`src/rtl/wb2axip_fifo2axis.sv`:
```
//------------------------------------------------------------------------------
// Module      : wb2axip_fifo2axis
// Description : FIFO-to-AXI-stream drain stage with registered output, a
//               one-entry skid buffer and TLAST packetisation.
// Revision    : 1.0 - initial release
//------------------------------------------------------------------------------
`default_nettype none

module wb2axip_fifo2axis #(
    parameter int BW    = 8,
    parameter int LGPKT = 8,
    parameter int CNTW  = 32
) (
    input  logic             i_clk,
    input  logic             i_reset,
    input  logic             i_enable,
    input  logic [LGPKT-1:0] i_pktlen_m1,
    output logic             o_fifo_rd,
    input  logic [BW-1:0]    i_fifo_data,
    input  logic             i_fifo_empty,
    output logic             M_AXIS_TVALID,
    input  logic             M_AXIS_TREADY,
    output logic [BW-1:0]    M_AXIS_TDATA,
    output logic             M_AXIS_TLAST,
    output logic             o_busy,
    output logic             o_pkt_done,
    output logic [CNTW-1:0]  o_pkts
);

    typedef enum logic [0:0] {
        S_IDLE   = 1'b0,
        S_ACTIVE = 1'b1
    } state_t;

    state_t            state_q, state_d;
    logic [LGPKT-1:0]  beat_q, beat_d;
    logic [LGPKT-1:0]  len_q, len_d;
    logic              tvalid_q, tvalid_d;
    logic [BW-1:0]     tdata_q, tdata_d;
    logic              tlast_q, tlast_d;
    logic              skid_valid_q, skid_valid_d;
    logic [BW-1:0]     skid_data_q, skid_data_d;
    logic              skid_last_q, skid_last_d;
    logic              pkt_done_q, pkt_done_d;
    logic [CNTW-1:0]   pkts_q, pkts_d;

    logic w_run;
    logic w_rd;
    logic w_last;
    logic w_accept;

    // The read strobe is built only from state and FIFO status so TREADY
    // never reaches the FIFO combinationally; the skid absorbs the overrun.
    assign w_run    = (state_q == S_ACTIVE) || ((state_q == S_IDLE) && i_enable);
    assign w_rd     = w_run && !i_fifo_empty && !skid_valid_q && !i_reset;
    assign w_accept = tvalid_q && M_AXIS_TREADY;

    always_comb begin
        state_d = state_q;
        beat_d  = beat_q;
        len_d   = len_q;
        w_last  = 1'b0;
        case (state_q)
            S_IDLE: begin
                w_last = (i_pktlen_m1 == '0);
                if (w_rd) begin
                    len_d  = i_pktlen_m1;
                    beat_d = LGPKT'(1);
                    if (!w_last)
                        state_d = S_ACTIVE;
                end
            end
            S_ACTIVE: begin
                w_last = (beat_q == len_q);
                if (w_rd) begin
                    beat_d = beat_q + 1'b1;
                    if (w_last)
                        state_d = S_IDLE;
                end
            end
            default: state_d = S_IDLE;
        endcase
    end

    always_comb begin
        tvalid_d     = tvalid_q;
        tdata_d      = tdata_q;
        tlast_d      = tlast_q;
        skid_valid_d = skid_valid_q;
        skid_data_d  = skid_data_q;
        skid_last_d  = skid_last_q;
        if (!tvalid_q || M_AXIS_TREADY) begin
            // Output register is free: skid beat is older, so it goes first.
            if (skid_valid_q) begin
                tvalid_d     = 1'b1;
                tdata_d      = skid_data_q;
                tlast_d      = skid_last_q;
                skid_valid_d = 1'b0;
            end else if (w_rd) begin
                tvalid_d = 1'b1;
                tdata_d  = i_fifo_data;
                tlast_d  = w_last;
            end else begin
                tvalid_d = 1'b0;
            end
        end else if (w_rd) begin
            skid_valid_d = 1'b1;
            skid_data_d  = i_fifo_data;
            skid_last_d  = w_last;
        end
        pkt_done_d = w_accept && tlast_q;
        pkts_d     = pkts_q + CNTW'(w_accept && tlast_q);
    end

    always_ff @(posedge i_clk or posedge i_reset) begin
        if (i_reset) begin
            state_q      <= S_IDLE;
            beat_q       <= '0;
            len_q        <= '0;
            tvalid_q     <= 1'b0;
            tdata_q      <= '0;
            tlast_q      <= 1'b0;
            skid_valid_q <= 1'b0;
            skid_data_q  <= '0;
            skid_last_q  <= 1'b0;
            pkt_done_q   <= 1'b0;
            pkts_q       <= '0;
        end else begin
            state_q      <= state_d;
            beat_q       <= beat_d;
            len_q        <= len_d;
            tvalid_q     <= tvalid_d;
            tdata_q      <= tdata_d;
            tlast_q      <= tlast_d;
            skid_valid_q <= skid_valid_d;
            skid_data_q  <= skid_data_d;
            skid_last_q  <= skid_last_d;
            pkt_done_q   <= pkt_done_d;
            pkts_q       <= pkts_d;
        end
    end

    assign o_fifo_rd     = w_rd;
    assign M_AXIS_TVALID = tvalid_q;
    assign M_AXIS_TDATA  = tdata_q;
    assign M_AXIS_TLAST  = tlast_q;
    assign o_busy        = (state_q == S_ACTIVE) || tvalid_q || skid_valid_q;
    assign o_pkt_done    = pkt_done_q;
    assign o_pkts        = pkts_q;

endmodule

`default_nettype wire
```
`config.mk`:
```
export PLATFORM = sky130hd
export DESIGN_NAME = wb2axip_fifo2axis
export DESIGN_NICKNAME = d
export VERILOG_FILES = /design/src/rtl/wb2axip_fifo2axis.sv
export SDC_FILE = /design/constraint.sdc
export NUM_CORES = 1
export LEC_CHECK = 0
export ABC_CLOCK_PERIOD_IN_PS = 2400
export CAP_MARGIN = 20
export CELL_PAD_IN_SITES_DETAIL_PLACEMENT = 0
export CELL_PAD_IN_SITES_GLOBAL_PLACEMENT = 2
export CORE_ASPECT_RATIO = 1.4
export CORE_UTILIZATION = 34
export DETAILED_ROUTE_END_ITERATION = 10
export PLACE_DENSITY = 0.8
export SLEW_MARGIN = 20
export SYNTH_ARGS = -nofsm -noshare
export SYNTH_HDL_FRONTEND = slang
export SYNTH_SLANG_ARGS = --single-unit
```
`constraint.sdc`:
```
create_clock -name i_clk -period 2.4 [get_ports i_clk]
set_clock_uncertainty 0.15 [all_clocks]
set_input_delay 0.36 -clock i_clk [delete_from_list [all_inputs] [get_ports i_clk]]
set_output_delay 0.36 -clock i_clk [all_outputs]
set_load 0.05 [all_outputs]
```
After elaboration in Yosys (flattened, before gate mapping). Cells that the tools add are included.

Word-level logic and storage cells: 56. Register bits: 70.

Equal/unequal tests: 3. Add/subtract/negate cells: 2. Reductions and logical operators: 21. Mux-type cells: 17. Bitwise logic cells: 2.

Operators by type and width (count): 32-bit by 1-bit adder with 32-bit output (1); 8-bit two-way mux (4); 8-bit one-hot mux with 2 select lines (1); 1-bit two-way mux (10); 8-bit by 1-bit adder with 8-bit output (second input constant) (1); 8-bit equality test (1); 8-bit zero test (1); 2-bit AND reduction (4); 1-bit logical AND (6); 1-bit zero test (4); 1-bit logical OR (4); 2-bit != test (second input constant) (2); 1-bit one-hot mux with 2 select lines (2); 2-bit nonzero test (2); 1-bit inverter (2).

Depth between registers and ports, before layout.
Depth in word-level cells: 8. Depth in mapped cells: 7. Depth with buffers taken out: 7.

Worst setup path after synthesis. No wires, ideal clock.

Path kind: register to register. From: reg tvalid_q, in the netlist M_AXIS_TVALID. To: reg pkts_q[20], in the netlist o_pkts[20]. Setup slack: -0.047 ns. Clock period less this slack: 2.447 ns. Stages on the path, launching flop included: 8. Path buffers: 0. Arrival time: 2.155 ns. Cells stage by stage: dfrtp_1 -> and3_1 -> ha_1 -> ha_1 -> nand4_1 -> nor4_4 -> nand4_1 -> xnor2_1.

Cells in the longest elaborated chain, start to end: 3.

RTL lines: start: declaration (RTL line 38) `logic tvalid_q, tvalid_d;`; start signal: assignment (RTL line 132) `tvalid_q <= tvalid_d;`; 1-bit logical AND (RTL line 56) `assign w_accept = tvalid_q && M_AXIS_TREADY;`; 1-bit logical AND; net pkt_done_d (RTL line 44) `logic pkt_done_q, pkt_done_d;`; 32-bit by 1-bit adder with 32-bit output (RTL line 112) `pkts_d = pkts_q + CNTW'(w_accept && tlast_q);`; net pkts_d[20] (RTL line 45) `logic [CNTW-1:0] pkts_q, pkts_d;`; end signal: assignment (RTL line 139) `pkts_q <= pkts_d;`; end: declaration (RTL line 45).

The timed path passes the listed nets, and every way through them passes these cells. A chain may end at the register's enable or synchronous reset.

Final worst setup path.
From: reg tvalid_q, in the netlist M_AXIS_TVALID. To: out o_busy.

Cells in the longest elaborated chain, start to end: 2.

RTL lines: 1-bit logical OR (2 in series) (RTL line 147) `assign o_busy = (state_q == S_ACTIVE) || tvalid_q || skid_valid_q;`; end: declaration (RTL line 25) `output logic o_busy,`.

No other way between the ends.

==> key figures <==
Floorplanning
  – Core box area: 9459 µm²
  – Num rows: 42
  – Die area: 10140 µm²
  – Ports: 66
  – Die W: 85.38 µm
  – Initial Util: 34.99%
  – Chip height: 118.7 µm

Drt
  – Routed Antenna Nets: 0
  – Via-per-instance ratio: 5.013
  – Drt total wl: 6900 µm
  – Wire length per cell: 14.56 µm
  – TritonRoute pass-1 iters: 6
  – DRT iter0 DRCs: 67
  – Via Count: 2376
  – # DRC: 0

Clock tree
  – Root buffer cell: clkbuf_16
  – Post-CTS Resized: 0
  – Inserted Clock Buffers: 9
  – Clk slew on worst S/H paths: 60 ps
  – Worst skew pair latency: 330 ps
  – # hold bufs at CTS: 0
  – CTS tree: done
  – CTS Sinks: 70
  – H-tree lvl count: 3
  – Clock Path Buffers: 2
  – Postcts setup bufs: 0

Yosys
  – Synthesized area: 3309 µm²
  – Gate Count Post-Synth: 275
  – Ys Warns: 0
  – Distinct cells, synth: 41
  – Synth top area share: 52.93%
  – Avg Inst Size Synth: 12.03 µm²
  – Synth area leader: dfrtp_1
  – Syn_nets: 300
  – Sequential area share after synthesis: 52.93%
  – Synth Register Bits: 70
  – Synth area leaders: dfrtp_1 (53%), xnor2_1 (9.0%), mux2_2 (8.2%), mux2_4 (3.6%), nand3_1 (3.5%)

Finish
  – Layout cell share with drive strength beyond 1: 21.15%
  – FILL cells: 893
  – P&R area growth vs syn: 36.37%
  – Finished Layout Cells: 474
  – Ant diodes: 0
  – Nets: 384
  – Storage cell area: 1754 µm²
  – Footprint of the multi-input gates: 1478 µm²

Worst setup path
  – CP Capture Type: output port
  – Critical path launch point type: flop
  – Worst endpoint required time: 1890 ps
  – FF-to-FF path depth: 8
  – Data arrival time at the worst-slack endpoint: 1840 ps
  – R2r startpoint: M_AXIS_TVALID$_DFFE_PP0N_
  – Worst r2r dst: o_pkts[26]$_DFF_PP0_
  – Crit Path Class: reg2out
  – Flop-to-flop setup slack: 340 ps
  – Worst setup path start: M_AXIS_TVALID$_DFFE_PP0N_
  – Max FO, Critical Path: 5

Outcome
  – Status: finished, final reports clean

Placed design
  – IO buf count: 65
  – Placed insts: 458
  – Final HPWL DP: 5064 µm
  – Pre-CTS WS: -157.9 ps
  – Gp weighted congestion: 0.7663

Pwr
  – Switching power: 1312 µW
  – Internal Power: 2920 µW
  – Clock share of power: 33.9%
  – VDD IR max: 532.5 µV
  – Leakage: 0.001893 µW
  – Net Sw Frac: 31.00%
  – Cell Pwr Density: 937.6 nW/µm²
  – Flop pwr share: 38.9%
  – Comb power frac: 27.2%

STA
  – Minimum clock period: 2352 ps
  – Worst slew pin tran: 544.6 ps
  – Relative slew margins: 63.61%
  – Unrepaired setup endpoints after global routing: no
  – Slew Limit Fails: 0
  – Accumulated negative setup slack: 0 ps
  – Final Hold Vio Count: 0
  – Tcrit/Tclk final: 98.01%
  – Setup ws final: 47.75 ps
  – Setup-failing EPs final: 0
  – Fmax achieved: 0.4251 GHz

Global route
  – First-pass GRT wire length: 11880 µm
  – Largest net degree at the start of global routing: 27
  – Gr usage total: 15.25%
  – Initial antenna violation count: 0
  – Grt ovf: 0
  – Vias in the first global route: 2429

Worst hold path
  – Class of the worst hold path: reg2reg
  – Hold Path Cell Cnt: 1
  – Hold Crit Endpoint: o_pkts[31]$_DFF_PP0_
  – Min-delay src: o_pkts[31]$_DFF_PP0_

Job
  – Max-capacitance violation count: 0
==> layout make-up <==
cell class	instances	share of cell area (%)
Clock buffer	11	5.378
Multi-Input combinational cell	191	32.74
Sequential cell	70	38.87
Clock inverter	5	1.830
Tap cell	110	3.050
Inverter	7	0.7208
Timing Repair Buffer	80	17.41
==> synth_stat cells, drive strengths merged <==
cell type	n
a222oi	1
a22o	1
a31oi	1
and2	4
and3	6
and4	4
buf	5
clkbuf	2
clkinv	1
dfrtp	70
ha	4
inv	6
mux2	32
mux2i	1
nand2	21
nand2b	1
nand3	26
nand4	12
nor2	8
nor2b	2
nor3	4
nor4	5
o21a	2
o21ai	11
o22ai	1
o31a	1
o31ai	2
o41ai	1
or2	1
or3	1
xnor2	34
xor2	4
==> routing by layer <==
layer / GRT usage (%) / wire (µm)
met1: 18.67 / 3092
met5: 0 / 0
met3: 2.933 / 235
met4: 8.438 / 143
met2: 25.05 / 3427
==> logic make-up after synthesis <==
kind of cell | Yosys count | synth area share (%)
AO/OA/AOI/OAI | 21 | 4.045
XOR/XNOR | 38 | 10.06
adder cells (fa/ha/maj) | 4 | 1.512
buffers and inverters | 14 | 2.420
flip-flops | 70 | 52.93
multiplexers | 33 | 12.10
AND/OR/NAND/NOR | 95 | 16.94
==> cells in the final DEF, fill, tap and decap left out, types with 3 or more instances in the layout <==
master	instances
and4_1	4
buf_4	14
xnor2_1	34
nand3_2	3
dfrtp_1	68
ha_1	4
clkbuf_16	9
nor2_1	8
and3_1	6
mux2_2	24
o21ai_0	11
clkdlybuf4s50_1	64
nor3_1	3
mux2_4	8
nand3_1	23
nand4_1	12
and2_1	4
inv_1	4
xor2_1	4
nand2_1	19
==> how the worst max path moves through the flow <==
stage / cells after the start / end
floorplan: 7 / o_pkts[20]$_DFF_PP0_
global placement: 9 / o_pkts[26]$_DFF_PP0_
detailed placement: 9 / o_pkts[20]$_DFF_PP0_
CTS: 2 / o_busy
global route: 2 / o_busy
finish: 2 / o_busy
==> flip-flops by register name (all words and copies together), names as in the netlist <==
name / cells
skid_valid_q: 1
state_q: 1
M_AXIS_TLAST: 1
skid_data_q: 8
M_AXIS_TDATA: 8
M_AXIS_TVALID: 1
o_pkt_done: 1
skid_last_q: 1
beat_q: 8
o_pkts: 32
len_q: 8
==> power groups by stage <==
stage,clock network (µW),registers [µW],logic [µW]
floorplan,0,1900,563
global placement,0,1660,1140
detailed placement,0,1670,1160
CTS,1470,1650,1160
global route,1520,1680,1230
finish,1430,1650,1150
==> worst max-delay path: stages (launching register included) <==
cell and delay, ps:
dfrtp_2 430, or3_1 380, clkdlybuf4s50_1 710
==> per-stage QoR <==
step	util, %	instance area, µm²	hold slack, ps	total power [µW]
after floorplan	-	3316	300.5	2459
after global placement	44.27	4188	312.7	2804
after detailed placement	44.27	4188	324.1	2831
after CTS	47.71	4513	330.6	4283
after global routing	47.71	4513	342.2	4435
final	47.71	4513	319.5	4231
No activity file was read; power rests on OpenSTA's default activity.
